===== config.mk =====
export PLATFORM = sky130hd
export DESIGN_NAME = iob_ibus_dbus_merge
export DESIGN_NICKNAME = d
export VERILOG_FILES = /design/src/rtl/iob_ibus_dbus_merge.sv
export SDC_FILE = /design/constraint.sdc
export NUM_CORES = 1
export LEC_CHECK = 0
export CORE_AREA = 2 2 121 123
export DETAILED_ROUTE_END_ITERATION = 7
export DIE_AREA = 0 0 123 125
export PLACE_DENSITY = 0.66
export SYNTH_ARGS = -nofsm -noshare
export SYNTH_HDL_FRONTEND = slang
export SYNTH_SLANG_ARGS = --single-unit

===== constraint.sdc =====
create_clock -name clk -period 4.92 [get_ports clk]
set_input_delay 1.476 -clock clk [delete_from_list [all_inputs] [get_ports clk]]
set_output_delay 1.476 -clock clk [all_outputs]
set_load 0.05 [all_outputs]

===== src/rtl/iob_ibus_dbus_merge.sv =====
// ============================================================================
// Module   : iob_ibus_dbus_merge
// Purpose  : Round-robin merge of CPU ibus/dbus onto one native memory port,
//            with a per-transaction watchdog that forces completion on no ack.
// Revision : 1.0 - initial release
// ============================================================================
`timescale 1ns/1ps
`default_nettype none

module iob_ibus_dbus_merge #(
  parameter  int ADDR_W  = 32,
  parameter  int DATA_W  = 32,
  parameter  int TIMEOUT = 1024,
  parameter  int TO_W    = 11,
  localparam int STRB_W  = DATA_W / 8,
  localparam int REQ_W   = 1 + ADDR_W + DATA_W + STRB_W,
  localparam int RESP_W  = DATA_W + 1
) (
  input  logic              clk,
  input  logic              resetn,
  input  logic [REQ_W-1:0]  ibus_req,
  output logic [RESP_W-1:0] ibus_resp,
  input  logic [REQ_W-1:0]  dbus_req,
  output logic [RESP_W-1:0] dbus_resp,
  output logic [REQ_W-1:0]  mem_req,
  input  logic [RESP_W-1:0] mem_resp,
  output logic              timeout_err,
  output logic              grant_d
);

  typedef enum logic [0:0] {
    S_IDLE = 1'b0,
    S_BUSY = 1'b1
  } state_t;

  localparam logic [TO_W-1:0] C_TO_LAST = TO_W'(TIMEOUT - 1);

  state_t            state_q, state_d;
  logic              owner_q, owner_d;
  logic              prio_q,  prio_d;
  logic [TO_W-1:0]   cnt_q,   cnt_d;
  logic              err_q,   err_d;

  logic              ibus_v, dbus_v;
  logic              mem_rdy;
  logic [DATA_W-1:0] mem_rdata;
  logic              wd_fire;
  logic [RESP_W-1:0] resp_sel;

  assign ibus_v    = ibus_req[REQ_W-1];
  assign dbus_v    = dbus_req[REQ_W-1];
  assign mem_rdy   = mem_resp[0];
  assign mem_rdata = mem_resp[RESP_W-1:1];
  assign wd_fire   = (TIMEOUT != 0) && (cnt_q == C_TO_LAST);

  assign timeout_err = err_q;
  assign grant_d     = owner_q;

  always_comb begin
    state_d   = state_q;
    owner_d   = owner_q;
    prio_d    = prio_q;
    cnt_d     = cnt_q;
    err_d     = err_q;
    mem_req   = '0;
    ibus_resp = '0;
    dbus_resp = '0;
    resp_sel  = '0;

    case (state_q)
      S_IDLE: begin
        if (ibus_v && dbus_v) begin
          owner_d = prio_q;
          prio_d  = ~prio_q;
          state_d = S_BUSY;
        end else if (ibus_v) begin
          owner_d = 1'b0;
          prio_d  = 1'b1;
          state_d = S_BUSY;
        end else if (dbus_v) begin
          owner_d = 1'b1;
          prio_d  = 1'b0;
          state_d = S_BUSY;
        end
      end

      S_BUSY: begin
        // Valid comes from the state so a master dropping valid early still completes.
        mem_req = {1'b1, owner_q ? dbus_req[REQ_W-2:0] : ibus_req[REQ_W-2:0]};
        if (mem_rdy) begin
          resp_sel = {mem_rdata, 1'b1};
          state_d  = S_IDLE;
          cnt_d    = '0;
        end else if (wd_fire) begin
          resp_sel = {{DATA_W{1'b0}}, 1'b1};
          err_d    = 1'b1;
          state_d  = S_IDLE;
          cnt_d    = '0;
        end else if (TIMEOUT != 0) begin
          cnt_d = cnt_q + 1'b1;
        end
        if (owner_q) dbus_resp = resp_sel;
        else         ibus_resp = resp_sel;
      end

      default: state_d = S_IDLE;
    endcase
  end

  always_ff @(posedge clk or negedge resetn) begin
    if (!resetn) begin
      state_q <= S_IDLE;
      owner_q <= 1'b0;
      prio_q  <= 1'b0;
      cnt_q   <= '0;
      err_q   <= 1'b0;
    end else begin
      state_q <= state_d;
      owner_q <= owner_d;
      prio_q  <= prio_d;
      cnt_q   <= cnt_d;
      err_q   <= err_d;
    end
  end

endmodule

`default_nettype wire


==> metrics, run 1 <==
Via-to-Cell Ratio 4.25; number of synthesized flops with an enable pin 0; first-pass iteration count of the detailed router 7; number of setup violations in the final report 0; number of hold buffers added after cts 0; placeable core region 14,200 sq um; transition time of the tightest slew-check pin 691 ps; class of the worst hold path reg2reg; gate family responsible for the most delay along the worst path buffers and inverters; outcome completed; CP required 3440 ps; post-route antenna net violation count 0; Setup crit end mem_req[33]; Register-to-Register Setup Slack 3110 ps; total half-perimeter wirelength after legalization and detailed placement 9.50 mm; Most common cell on crit path clkdlybuf4s50_1; final worst clock skew 3.22 ps; time the worst path needs with I/O delays and setup 4490 ps; CTS tree done; critical path fanouts, max 1; flops & latches, synth 15; count of warnings emitted by yosys 0; Post-Syn Instances 340; slowest cell on the critical path clkdlybuf4s50_1; distinct cell type count after synthesis 34; number of nets in the layout 805; critical path cell sequence clkdlybuf4s50_1, mux2i_1, nor2_1, clkdlybuf4s50_1; standard-cell row count 44; Post-Route Hold Slack 464 ps; P&R area growth vs syn 181%; Fin Setup TNS 0 ps; mean cell area of the mapped netlist 6.48 sq um; max_slew headroom 53.8%; WS Path Type in2out; 1st-iter DRT viols 152; fraction of the yosys area taken by sequential cells 17.0%; largest buffer count on any clock path 2; Pwr per Cell Area 404 nW/um^2; global routing usage summed across all routing layers 13.6%; startpoint type of the worst setup path input port; clock latency on the worst-skew pair 250 ps; net count after synthesis 514; final wirelength 11.3 mm; startpoint of the lowest-slack hold path timeout_err; GRT Residual Overflow 0; most frequently used flop master after synthesis dfrtp_1; Sink Count 15; clock-pin slew on the worst setup and hold paths 50 ps; worst-case setup margin in the final layout 429 ps; die area 15,400 sq um; y dimension of the die 125 um; Reg area 379 sq um; Residual DRC 0; count of vias placed by the detailed router 3,462; count of endpoints failing hold in the final timing report 0; horizontal extent of the die 123 um; unrepaired setup endpoints after global routing false; layout cell share with drive strength beyond 1 13.0%; Setup WS pre-CTS 440 ps; number of antenna violations at the first check in global routing 0; via count of the first global-routing pass 3,380; Max Slew Vio Count 0; number of antenna repair diodes 0; count of buffers inserted at the top-level ports 309; Reg2Reg Launch Point state_q; cell area after synthesis 2200 sq um; number of cell instances on the worst register-to-register path 4; delay of the slowest critical-path stage 830 ps; maximum ir drop on the vdd rail 0.225 mV; WP data arrival 3020 ps; initial core utilization 15.5%; first-pass GRT wire length 16.9 mm; weighted congestion at the end of routability-driven global placement 0.924; number of buffer and inverter stages on the critical path 2; cts bufs inserted 3; kind of capture point of the worst setup path output port; count of H-tree levels built during CTS 1; worst setup path startpoint dbus_req[33]; leakage power 2.61 nW; Reg-to-Reg End cnt_q[3]; CTS root buf clkbuf_16; maximum number of pins on one net before global-route repair 45; area used by multi-input combinational logic 1680 sq um; Setup Buffers After CTS 0; post-cts repair resize count 0; max-cap violation count 0; Top-Level Pins 310; Wirelength per Cell 13.9 um; max frequency 223 MHz; instance area after placement 6120 sq um; share of synthesized registers carrying an async set or reset 100%; number of fill cells in the layout 1,349; final cycle utilization of the critical path 91.3%; path length in cells of the critical path 4; Final Instance Area 6200 sq um
sequential cells by signal, summed over array words and instances (netlist names):
register     cells
state_q          1
prio_q           1
timeout_err      1
cnt_q           11
grant_d          1
cell usage after synthesis, types with 2 or more instances:
| master | instances | area (sq um) |
|---|---|---|
| nor2_1 | 140 | 526 |
| mux2i_1 | 70 | 701 |
| nand2_1 | 42 | 158 |
| buf_2 | 18 | 90.1 |
| dfrtp_1 | 15 | 375 |
| o21ai_0 | 7 | 35.0 |
| buf_1 | 5 | 18.8 |
| nand3_1 | 5 | 25.0 |
| a21oi_1 | 4 | 20.0 |
| buf_4 | 4 | 30.0 |
| a22o_1 | 2 | 17.5 |
| a31oi_1 | 2 | 12.5 |
| and4_4 | 2 | 22.5 |
| clkbuf_1 | 2 | 7.51 |
| inv_1 | 2 | 7.51 |
| nand2b_1 | 2 | 12.5 |
metal layers:
metal | wire (um) | part of all wire [%] | vias to the layer above | global-route usage (%)
met3 | 1150 | 10 | 11 | 3.10
met5 | 0 | 0 | - | 0
met4 | 139 | 1.2 | 0 | 2.81
met2 | 5770 | 51 | 173 | 25.4
li1 | - | - | 1702 | -
met1 | 4270 | 38 | 1576 | 15.6
worst min-delay path by stage:
| stage | to | depth (start not counted) | slack [ps] |
|---|---|---|---|
| after floorplan | prio_q | 1 | 460 |
| after global placement | timeout_err | 1 | 450 |
| after detailed placement | timeout_err | 1 | 460 |
| after CTS | timeout_err | 1 | 470 |
| after global routing | timeout_err | 1 | 480 |
| final | timeout_err | 1 | 460 |
cells in the final DEF (no fill, tap or decap), types with 2 or more instances in the layout:
master / synthesis / routed
buf_12: 0 / 68
o21ai_0: 7 / 7
a21oi_1: 4 / 4
a22o_1: 2 / 2
dfrtp_1: 15 / 14
nand2_1: 42 / 42
and4_4: 2 / 2
nor2_1: 140 / 140
a31oi_1: 2 / 2
nand3_1: 5 / 5
mux2i_1: 70 / 70
clkbuf_16: 0 / 3
nand2b_1: 2 / 2
buf_4: 4 / 4
clkdlybuf4s50_1: 0 / 243
through the flow:
stage               utilization (%)  std cells  total power, mW
floorplan                         -        340             1.52
global placement               43.1        810             2.33
detailed placement             43.1        810             2.35
CTS                            43.6        814             2.52
global route                   43.6        814             2.62
finish                         43.6        814             2.50
where the power goes:
group	leakage, nW	internal, mW	switching, mW
Clock	0.0409	0.109	0.0514
Sequential	0.199	0.145	0.0525
Combinational	2.37	0.847	1.30
Total	2.61	1.10	1.40
worst reg2reg max path: stages, from the launching register on:
cell      delay, ps
dfrtp_1         600
inv_2           360
nor2_2          360
nand2_1         180
o221ai_1        210
layout make-up:
class                           instances  share of cell area, %
Timing Repair Buffer                  315                   61.7
Multi-Input combinational cell        294                   27.0
Sequential cell                        15                   6.12
Tap cell                              184                   3.72
Clock buffer                            3                   1.21
Inverter                                2                  0.121
Clock inverter                          1                 0.0808
cells by family (layout without fill, tap and decap cells):
family | after synthesis | count (layout) | synth area share, %
simple gates | 199 | 199 | 36.5
compound gates | 23 | 23 | 6.75
fa+ha+maj | 1 | 1 | 0.567
mux | 70 | 70 | 31.8
flops | 15 | 15 | 17.0
buf+inv | 31 | 321 | 6.98
xor+xnor | 1 | 1 | 0.397
Note: power is estimated with default switching activity, not from simulation.
==> run 2, diff against run 1 <==
Settings changed: CAP_MARGIN from default to 20.
==> results of run 2 <==
No change in the layout: final DEF, timing and power equal those of run 1.
